**src/rtl/cd_pkg.sv**
```systemverilog
// Shared definitions for the cdbus SPI-to-CSR bridge.
//   CD_CSR_ADDR_W : CSR address width of the cdbus controller register port
//   HDR_WR        : header bit selecting write (1) or read (0)
//   HDR_FIXED     : header bit disabling address auto-increment
//   cd_state_e    : bridge transfer state
package cd_pkg;
  localparam int CD_CSR_ADDR_W = 5;
  localparam int HDR_WR        = 7;
  localparam int HDR_FIXED     = 6;

  typedef enum logic [1:0] {
    IDLE  = 2'd0,
    HDR   = 2'd1,
    WDATA = 2'd2,
    RDATA = 2'd3
  } cd_state_e;
endpackage

```
**src/rtl/cd_sync.sv**
```systemverilog
// Multi-flop synchroniser for one asynchronous input bit.
//   clk, reset_n : system clock, async active-low reset
//   d            : asynchronous input
//   q            : synchronised output, STAGES clocks of latency
// RST_VAL sets the value every stage takes in reset.
module cd_sync #(
  parameter int   STAGES  = 2,
  parameter logic RST_VAL = 1'b0
) (
  input  logic clk,
  input  logic reset_n,
  input  logic d,
  output logic q
);
  logic [STAGES-1:0] pipe_q, pipe_d;

  always_comb pipe_d = {pipe_q[STAGES-2:0], d};

  always_ff @(posedge clk or negedge reset_n) begin
    if (!reset_n) pipe_q <= {STAGES{RST_VAL}};
    else          pipe_q <= pipe_d;
  end

  assign q = pipe_q[STAGES-1];
endmodule

```
**src/rtl/cd_spi_csr_bridge.sv**
```systemverilog
// SPI-slave (mode 3, MSB first) to CSR-bus initiator for the cdbus controller.
// A header byte selects read/write, fixed/incrementing address and the start
// address; each following data byte produces one single-cycle CSR strobe.
//   clk, reset_n        : system clock (>= 8x sck), async active-low reset
//   sck, cs_n, mosi     : SPI pins, asynchronous to clk
//   miso, miso_oe       : SPI data out and its pad enable
//   csr_address         : registered CSR address
//   csr_read            : one-clk read strobe, csr_readdata sampled same clk
//   csr_write           : one-clk write strobe with csr_writedata
module cd_spi_csr_bridge
  import cd_pkg::*;
#(
  parameter int SYNC_STAGES = 2,
  parameter int ADDR_W      = CD_CSR_ADDR_W
) (
  input  logic              clk,
  input  logic              reset_n,
  input  logic              sck,
  input  logic              cs_n,
  input  logic              mosi,
  output logic              miso,
  output logic              miso_oe,
  output logic [ADDR_W-1:0] csr_address,
  output logic              csr_read,
  input  logic [7:0]        csr_readdata,
  output logic              csr_write,
  output logic [7:0]        csr_writedata
);
  logic sck_s, cs_n_s, mosi_s;

  // sck idles high in mode 3. cs_n resets to "asserted" so that a select held
  // low across reset is not mistaken for a new transfer; see armed_q.
  cd_sync #(.STAGES(SYNC_STAGES), .RST_VAL(1'b1)) u_sync_sck (
    .clk(clk), .reset_n(reset_n), .d(sck),  .q(sck_s));
  cd_sync #(.STAGES(SYNC_STAGES), .RST_VAL(1'b0)) u_sync_cs (
    .clk(clk), .reset_n(reset_n), .d(cs_n), .q(cs_n_s));
  cd_sync #(.STAGES(SYNC_STAGES), .RST_VAL(1'b0)) u_sync_mosi (
    .clk(clk), .reset_n(reset_n), .d(mosi), .q(mosi_s));

  cd_state_e         state_q, state_d;
  logic [2:0]        bit_cnt_q, bit_cnt_d;
  logic [7:0]        rx_q, rx_d;
  logic [6:0]        tx_q, tx_d;       // bits still to be shifted out after miso
  logic              miso_q, miso_d;
  logic [ADDR_W-1:0] addr_q, addr_d;
  logic [7:0]        wdata_q, wdata_d;
  logic              write_q, write_d;
  logic              fixed_q, fixed_d;
  logic              sck_prev_q, sck_prev_d;
  logic              armed_q, armed_d;  // set once cs_n has been seen high after reset

  logic              sck_rise, sck_fall, cs_act, read_stb;
  logic [7:0]        rx_byte;
  logic [ADDR_W-1:0] addr_keep;

  assign sck_rise  = sck_s & ~sck_prev_q;
  assign sck_fall  = ~sck_s & sck_prev_q;
  assign cs_act    = armed_q & ~cs_n_s;
  assign rx_byte   = {rx_q[6:0], mosi_s};
  // Post-write increment lands the clk after the write strobe.
  assign addr_keep = (write_q && !fixed_q) ? addr_q + ADDR_W'(1) : addr_q;

  always_comb begin
    state_d    = state_q;
    bit_cnt_d  = bit_cnt_q;
    rx_d       = rx_q;
    tx_d       = tx_q;
    miso_d     = miso_q;
    addr_d     = addr_keep;
    wdata_d    = wdata_q;
    write_d    = 1'b0;
    fixed_d    = fixed_q;
    sck_prev_d = sck_s;
    armed_d    = armed_q | cs_n_s;
    read_stb   = 1'b0;

    unique case (state_q)
      IDLE: begin
        bit_cnt_d = '0;
        if (cs_act) begin
          state_d = HDR;
          miso_d  = 1'b0;
        end else begin
          miso_d  = 1'b1;
        end
      end
      HDR: begin
        miso_d = 1'b0;
        if (sck_rise) begin
          rx_d      = rx_byte;
          bit_cnt_d = bit_cnt_q + 3'd1;
          if (bit_cnt_q == 3'd7) begin
            fixed_d = rx_byte[HDR_FIXED];
            addr_d  = rx_byte[ADDR_W-1:0];
            state_d = rx_byte[HDR_WR] ? WDATA : RDATA;
          end
        end
      end
      WDATA: begin
        if (sck_rise) begin
          rx_d      = rx_byte;
          bit_cnt_d = bit_cnt_q + 3'd1;
          if (bit_cnt_q == 3'd7) begin
            write_d = 1'b1;
            wdata_d = rx_byte;
          end
        end
      end
      RDATA: begin
        if (sck_rise) bit_cnt_d = bit_cnt_q + 3'd1;
        // The only fall seen with the counter at 0 is the one opening a byte,
        // so the read is issued only for bytes the master actually clocks.
        if (sck_fall) begin
          if (bit_cnt_q == 3'd0) begin
            read_stb = 1'b1;
            miso_d   = csr_readdata[7];
            tx_d     = csr_readdata[6:0];
            if (!fixed_q) addr_d = addr_q + ADDR_W'(1);
          end else begin
            miso_d   = tx_q[6];
            tx_d     = {tx_q[5:0], 1'b0};
          end
        end
      end
      default: state_d = IDLE;
    endcase

    // Deselect overrides everything decoded this clk, including an 8th rise.
    if (state_q != IDLE && !cs_act) begin
      state_d   = IDLE;
      bit_cnt_d = '0;
      write_d   = 1'b0;
      read_stb  = 1'b0;
      addr_d    = addr_keep;
      tx_d      = tx_q;
      miso_d    = 1'b1;
      fixed_d   = fixed_q;
    end
  end

  always_ff @(posedge clk or negedge reset_n) begin
    if (!reset_n) begin
      state_q    <= IDLE;
      bit_cnt_q  <= '0;
      rx_q       <= '0;
      tx_q       <= '0;
      miso_q     <= 1'b1;
      addr_q     <= '0;
      wdata_q    <= '0;
      write_q    <= 1'b0;
      fixed_q    <= 1'b0;
      sck_prev_q <= 1'b1;
      armed_q    <= 1'b0;
    end else begin
      state_q    <= state_d;
      bit_cnt_q  <= bit_cnt_d;
      rx_q       <= rx_d;
      tx_q       <= tx_d;
      miso_q     <= miso_d;
      addr_q     <= addr_d;
      wdata_q    <= wdata_d;
      write_q    <= write_d;
      fixed_q    <= fixed_d;
      sck_prev_q <= sck_prev_d;
      armed_q    <= armed_d;
    end
  end

  assign miso          = miso_q;
  assign miso_oe       = cs_act;
  assign csr_address   = addr_q;
  assign csr_read      = read_stb;
  assign csr_write     = write_q;
  assign csr_writedata = wdata_q;
endmodule

```
**config.mk**
```make
export PLATFORM = sky130hd
export DESIGN_NAME = cd_spi_csr_bridge
export DESIGN_NICKNAME = d
export VERILOG_FILES = /design/src/rtl/cd_pkg.sv /design/src/rtl/cd_sync.sv /design/src/rtl/cd_spi_csr_bridge.sv
export SDC_FILE = /design/constraint.sdc
export NUM_CORES = 1
export LEC_CHECK = 0
export ABC_CLOCK_PERIOD_IN_PS = 2750
export CAP_MARGIN = 20
export CORE_MARGIN = 2
export CORE_UTILIZATION = 45
export CTS_CLUSTER_DIAMETER = 50
export CTS_CLUSTER_SIZE = 30
export DETAILED_ROUTE_END_ITERATION = 16
export PLACE_DENSITY_LB_ADDON = 0.1
export SLEW_MARGIN = 5
export SYNTH_ARGS = -nofsm -noshare
export SYNTH_HDL_FRONTEND = slang
export SYNTH_SLANG_ARGS = --single-unit
```
**constraint.sdc**
```tcl
create_clock -name clk -period 2.75 [get_ports clk]
set_clock_uncertainty 0.15 [all_clocks]
set_input_delay 0.825 -clock clk [delete_from_list [all_inputs] [get_ports clk]]
set_output_delay 0.825 -clock clk [all_outputs]
set_load 0.01 [all_outputs]
```
==> key figures, run 1 <==
Status
  • Run status: finished, final reports clean

CTS
  • H-tree depth: 2
  • TritonCTS Sinks: 43
  • Clock-pin slew reported for the worst setup and hold paths after clock tree synthesis: 0.08 ns
  • Number of setup buffers added after CTS: 0
  • TritonCTS clock tree: done
  • Clock Tree Buf Depth: 2
  • Clock insertion delay at the later pin of the skew report: 0.30 ns
  • Quantity of hold-fixing buffers added after cts: 0
  • Total CTS buffers: 5
  • Cell at the root of the clock tree: clkbuf_8

Power
  • Max VDD drop: 0.385 mV
  • Static leakage: 1.13 nW
  • Areal power density over the cells: 620 nW/um^2
  • Final Power: 0.00161 W

Logic synthesis
  • Synth area leaders: dfrtp_1 (46%), mux2_2 (7.4%), dfstp_2 (5.0%)
  • Post-synth EDFFs: 0
  • Most frequent cells after synthesis: dfrtp_1 (39), nor2_1 (16), nand2_1 (15)
  • Synth area leader: dfrtp_1
  • Count of different cell masters after synthesis: 47
  • Library cell with the highest instance count after synthesis: dfrtp_1
  • Async SR Flop Fraction: 1.00
  • Count of warnings emitted by yosys: 0
  • Sequential element share of the synthesized area: 0.511
  • Post-Syn Instances: 189
  • Synthesized area per cell: 11.2 um^2
  • Most used flip-flop cell after synthesis: dfrtp_1
  • Flip-flop and latch count after synthesis: 43
  • Post-synthesis net count: 210
  • Area of the mapped netlist: 2120 um^2
  • Area share of the largest cell type after synthesis: 0.461

Timing
  • Relative max-transition margin: 0.644
  • Clock period minus final worst setup slack: 2.60 ns
  • Final hold violation count: 0
  • Slew @ Worst Pin: 0.534 ns
  • F_max: 385 MHz
  • RSZ-0062 raised after global routing: false
  • Final total negative setup slack: 0 ns
  • Final Setup Violations: 0
  • Period utilization: 0.946
  • Max-slew violations: 0
  • Least setup slack across all paths after layout: 0.149 ns

Detailed routing
  • Vias per cell: 5.64
  • Final wirelength: 4500 um
  • Final routed DRC violation total: 0
  • Drt wl/cell: 16.2 um
  • Drt initial violations: 132
  • Detailed Routing Iterations Pass 1: 4
  • Overall via count from detail_route: 1568
  • Antenna violation net count after detailed routing: 0

Setup path
  • Crit path required time: 1.78 ns
  • Startpoint of the lowest-slack register-to-register path: bit_cnt_q[0]$_DFFE_PN0P_
  • CP Max Fanout: 4
  • Register-to-Register Path Depth: 6
  • Stages on the worst setup path: 5
  • Critical Path End Type: output port
  • Reg2Reg Capture Point: csr_address[4]$_DFF_PN0_
  • Critical path buffer and inverter count: 2
  • Reg-to-reg slack, setup: 0.68 ns
  • Cells along the critical path: inv_1 > ha_1 > o211ai_1 > nor2_1 > dlygate4sd2_1
  • Critical path's largest stage delay: 0.42 ns
  • Worst Path Arrival: 1.63 ns
  • Setup CP Type: flop to output port
  • Critical path's top delay family: flip-flops
  • Kind of start point of the critical path: flop
  • Critical-path top delay cell: dfrtp_1

Flow run
  • Max-cap viol count: 0

Placement
  • IO Port Bufs: 29
  • Global placement routability congestion: 0.875
  • Worst-case setup slack after placement: 0.238 ns
  • Post-DP HPWL: 3280 um

Global routing
  • Largest net degree at the start of global routing: 44
  • Number of antenna violations at the first check in global routing: 0
  • Wire length of the first global-routing pass: 7560 um
  • Total global-route track usage: 0.186
  • Vias in the first global route: 1585
  • Total congestion overflow after global routing: 0

Min path
  • Hold path startpoint: u_sync_mosi.pipe_q[0]$_DFF_PN0_
  • Depth of the worst hold-timing path: 0
  • Tightest Hold Check Type: flop to flop
  • Endpoint of the worst hold-timing path: u_sync_mosi.pipe_q[1]$_DFF_PN0_

Floorplan
  • CORE AREA: 4440 um^2
  • Effective utilization at floorplan: 0.476
  • Row count: 24
  • Die X: 72.6 um
  • Ports: 30
  • Vertical die dimension: 72.6 um
  • Full die area: 5270 um^2

Layout
  • Fraction of final layout cells with drive strength greater than 1: 0.177
  • Area delta synth->final: 22.9%
  • Number of antenna diodes: 0
  • Final nets: 246
-- cells by family after synthesis --
logic type,Yosys count,share of synthesized area
compound gates,40,0.142
xor+xnor,3,0.0124
fa+ha+maj,8,0.0473
buf+inv,13,0.0248
flops,43,0.511
mux,24,0.123
simple gates,58,0.140
-- worst max path at each step --
| stage | from | endpoint | slack (ns) |
|---|---|---|---|
| after CTS | state_q[0]$_DFFE_PN0P_ | csr_read | 0.15 |
| after floorplan | state_q[0]$_DFFE_PN0P_ | csr_read | 0.43 |
| after global routing | state_q[0]$_DFFE_PN0P_ | csr_read | 0.08 |
| after global placement | u_sync_cs.pipe_q[1]$_DFF_PN0_ | csr_read | 0.26 |
| final | state_q[0]$_DFFE_PN0P_ | csr_read | 0.15 |
| after detailed placement | u_sync_cs.pipe_q[1]$_DFF_PN0_ | csr_read | 0.24 |
-- report_power, final --
| part | switching (W) | internal [W] | leakage (nW) | total, W |
|---|---|---|---|---|
| logic | 0.000194 | 0.000153 | 0.551 | 0.000347 |
| registers | 0.0000716 | 0.000708 | 0.525 | 0.000779 |
| clock network | 0.000216 | 0.000271 | 0.0514 | 0.000487 |
| total | 0.000482 | 0.00113 | 1.13 | 0.00161 |
-- timing repair --
item | in CTS | in global routing
setup endpoints to repair | 1 | 0
resized for setup | 4 | 0
hold endpoints to repair | 0 | 0
-- final cells by class --
| cell class | instances | area, um^2 |
|---|---|---|
| timing repair buffer | 34 | 322 |
| fill | 397 | 1840 |
| inverter | 8 | 32.5 |
| sequential | 43 | 1080 |
| multi-input combinational | 133 | 991 |
| tap | 52 | 65.1 |
| clock buffer | 6 | 72.6 |
| clock inverter | 2 | 37.5 |
-- state kept, by name, summed over array words and instances (netlist names), 2 cells and up --
register            cells
bit_cnt_q               3
csr_writedata           8
state_q                 2
u_sync_sck.pipe_q       2
u_sync_cs.pipe_q        2
csr_address             5
tx_q                    7
u_sync_mosi.pipe_q      2
rx_q                    7
-- worst register-to-register path, cell delays in order (launching register included) --
cell	delay, ns
dfrtp_1	0.40
ha_1	0.18
ha_1	0.26
nand3b_1	0.34
nor3b_1	0.41
a31o_2	0.16
a32oi_1	0.05
-- layer usage --
layer / vias up / routed length [um] / track usage
met4: 0 / 50 / 0.0453
met3: 7 / 235 / 0.0483
li1: 760 / - / -
met5: - / 0 / 0
met2: 41 / 2210 / 0.322
met1: 760 / 2000 / 0.234
-- cells in the final DEF (no fill, tap or decap), types with 2 or more instances in the layout --
cell,synthesis,layout
a211o_1,2,2
a31o_2,2,2
a32oi_1,2,2
a41oi_1,2,2
and3_1,2,2
buf_4,0,5
clkbuf_8,0,5
clkdlybuf4s50_1,0,27
dfrtp_1,39,39
dfstp_2,4,4
ha_1,8,7
inv_1,6,6
mux2_1,2,2
mux2_2,14,14
mux2i_1,8,8
nand2_1,15,15
nand2b_1,4,4
nand3_1,2,2
nand3b_1,3,3
nand4b_1,3,3
nor2_1,16,16
nor2b_1,4,4
o211ai_1,5,5
o21ai_0,9,9
o21ai_1,6,6
o311ai_1,2,2
xnor2_1,2,2
-- through the flow --
stage | utilization | hold WS (ns) | cell area [um^2] | instances
after floorplan | - | 0.181 | 2120 | 189
after global placement | 0.559 | 0.184 | 2480 | 270
after detailed placement | 0.559 | 0.186 | 2480 | 270
after CTS | 0.585 | 0.206 | 2600 | 278
after global routing | 0.585 | 0.215 | 2600 | 278
final | 0.585 | 0.202 | 2600 | 278
Note: power is estimated with default switching activity, not from simulation.
==> run 2: changes to the inputs <==
--- a/config.mk
+++ b/config.mk
@@ -10,7 +10,7 @@
 export CORE_MARGIN = 2
 export CORE_UTILIZATION = 45
 export CTS_CLUSTER_DIAMETER = 50
-export CTS_CLUSTER_SIZE = 30
+export CTS_CLUSTER_SIZE = 24
 export DETAILED_ROUTE_END_ITERATION = 16
 export PLACE_DENSITY_LB_ADDON = 0.1
 export SLEW_MARGIN = 5
==> results of run 2 <==
Final layout, timing and power as in run 1 (identical DEF).
==> run 3: changes to the inputs <==
--- a/config.mk
+++ b/config.mk
@@ -9,6 +9,7 @@
 export CAP_MARGIN = 20
 export CORE_MARGIN = 2
 export CORE_UTILIZATION = 45
+export CTS_BUF_LIST = sky130_fd_sc_hd__clkbuf_4 sky130_fd_sc_hd__clkbuf_8 sky130_fd_sc_hd__clkbuf_16
 export CTS_CLUSTER_DIAMETER = 50
 export CTS_CLUSTER_SIZE = 24
 export DETAILED_ROUTE_END_ITERATION = 16
==> run 3 against run 2 <==
Effect of this change:
- clock-buffer cell count unchanged
- core utilization up 0.084 points
- register-to-register slack about the same
- via count is 0.13% lower
- cell area is 0.14% higher
- fmax is essentially flat
- worst setup slack barely moved
- sequential share of layout area fell by 0.060 points
- critical endpoint unchanged
- largest power group unchanged
==> key figures, run 3 (synthesis results as in run 1) <==
Timing
  • Period utilization: 0.946
  • Relative max-transition margin: 0.641
  • Least setup slack across all paths after layout: 0.150 ns
  • RSZ-0062 raised after global routing: false
  • Final hold violation count: 0
  • Clock period minus final worst setup slack: 2.60 ns
  • Final Setup Violations: 0
  • Slew @ Worst Pin: 0.538 ns
  • F_max: 385 MHz
  • Max-slew violations: 0
  • Final total negative setup slack: 0 ns

Layout
  • Post-route insts no fill: 278
  • Fraction of final layout cells with drive strength greater than 1: 0.181
  • Final nets: 246
  • Cell area after layout: 2610 um^2
  • Largest register FFs: 8
  • Most frequent cells in the layout: dfrtp_1 (39), clkdlybuf4s50_1 (27), nor2_1 (16)
  • Most frequent standard cell in the layout excluding fill and tap cells: dfrtp_1
  • Number of antenna diodes: 0
  • Final core utilization: 0.586
  • Area delta synth->final: 23.0%

CTS
  • Clock insertion delay at the later pin of the skew report: 0.30 ns
  • Clock-pin slew reported for the worst setup and hold paths after clock tree synthesis: 0.08 ns
  • TritonCTS Sinks: 43
  • Cell at the root of the clock tree: clkbuf_8
  • Post-cts resize count: 4
  • Clock Tree Buf Depth: 2
  • H-tree depth: 2
  • Total CTS buffers: 5
  • Quantity of hold-fixing buffers added after cts: 0
  • TritonCTS clock tree: done
  • Number of setup buffers added after CTS: 0

Status
  • Run status: finished, final reports clean

Detailed routing
  • Detailed Routing Iterations Pass 1: 4
  • Drt initial violations: 108
  • Antenna violation net count after detailed routing: 0
  • Vias per cell: 5.63
  • Final wirelength: 4520 um
  • Drt wl/cell: 16.3 um
  • Overall via count from detail_route: 1566
  • Final routed DRC violation total: 0

Floorplan
  • Vertical die dimension: 72.6 um
  • Effective utilization at floorplan: 0.476
  • Row count: 24
  • Ports: 30
  • Die X: 72.6 um
  • CORE AREA: 4440 um^2
  • Full die area: 5270 um^2

Min path
  • Tightest Hold Check Type: flop to flop

Setup path
  • Reg-to-reg slack, setup: 0.68 ns
  • Register-to-Register Path Depth: 7
  • Critical Path End Type: output port
  • Crit path required time: 1.78 ns
  • CP Max Fanout: 4
  • Worst Path Arrival: 1.63 ns
  • Startpoint of the lowest-slack register-to-register path: state_q[0]$_DFFE_PN0P_
  • Worst setup endpoint: csr_read
  • Launching instance or port of the critical path: state_q[0]$_DFFE_PN0P_
  • Setup CP Type: flop to output port
  • Kind of start point of the critical path: flop
  • Reg2Reg Capture Point: csr_address[0]$_DFF_PN0_

Global routing
  • Global-route layer with the greatest usage: met2
  • Total congestion overflow after global routing: 0
  • Largest net degree at the start of global routing: 44
  • GR Layer Usage met1: 0.234
  • Number of antenna violations at the first check in global routing: 0
  • Wire length of the first global-routing pass: 7570 um
  • Total global-route track usage: 0.187
  • Global routing usage on met2: 0.323
  • Vias in the first global route: 1583
  • GR met3 Demand/Resource: 0.0483

Placement
  • Global placement routability congestion: 0.875
  • Placed cell count: 270
  • Worst-case setup slack after placement: 0.238 ns
  • IO Port Bufs: 29
  • Dpl cell area: 2480 um^2
  • Post-DP HPWL: 3280 um

Power
  • Areal power density over the cells: 624 nW/um^2
  • Static leakage: 1.13 nW
  • Max VDD drop: 0.384 mV

Flow run
  • Max-cap viol count: 0
-- run 3: per-stage QoR --
| step | hold WS (ns) | power [W] |
|---|---|---|
| 2_1_floorplan | 0.181 | 0.000994 |
| 3_3_place_gp | 0.184 | 0.00111 |
| 3_5_place_dp | 0.186 | 0.00114 |
| 4_1_cts | 0.206 | 0.00164 |
| 5_1_grt | 0.215 | 0.00171 |
| 6_report | 0.202 | 0.00163 |
-- run 3: critical path, stage by stage, from the launching register on --
cell           delay [ns]
dfrtp_1              0.42
inv_1                0.11
ha_1                 0.23
o211ai_1             0.22
nor2_1               0.07
dlygate4sd2_1        0.29
-- run 3: worst min path at each step --
stage                                               start                         endpoint  slack, ns  cells after the start
final                     u_sync_mosi.pipe_q[0]$_DFF_PN0_  u_sync_mosi.pipe_q[1]$_DFF_PN0_       0.20                      0
after CTS                 u_sync_mosi.pipe_q[0]$_DFF_PN0_  u_sync_mosi.pipe_q[1]$_DFF_PN0_       0.21                      0
after global routing       u_sync_sck.pipe_q[0]$_DFF_PN1_   u_sync_sck.pipe_q[1]$_DFF_PN1_       0.21                      0
after detailed placement  u_sync_mosi.pipe_q[0]$_DFF_PN0_  u_sync_mosi.pipe_q[1]$_DFF_PN0_       0.19                      0
after global placement    u_sync_mosi.pipe_q[0]$_DFF_PN0_  u_sync_mosi.pipe_q[1]$_DFF_PN0_       0.18                      0
after floorplan             u_sync_cs.pipe_q[0]$_DFF_PN0_    u_sync_cs.pipe_q[1]$_DFF_PN0_       0.18                      0
-- run 3: report_power, final --
| part | switching [W] | total, W | internal (W) |
|---|---|---|---|
| clock | 0.000215 | 0.000496 | 0.000281 |
| sequential | 0.0000731 | 0.000781 | 0.000708 |
| combinational | 0.000196 | 0.000349 | 0.000153 |
| total | 0.000484 | 0.00163 | 0.00114 |
-- run 3: cell type report --
class                   count  area (um^2)
inverters                   8         32.5
repair buffers             34          322
clock buffers               6         76.3
well taps                  52         65.1
fillers                   396         1840
flip-flops and latches     43         1080
multi-input cells         133          991
clock inverters             2         37.5
-- run 3: metal layers --
layer  share of wire  wire length [um]  vias up
met5               0                 0        -
met2            0.49              2220       41
met1            0.45              2020      758
met4           0.012                55        0
met3           0.049               222        9
li1                -                 -      758
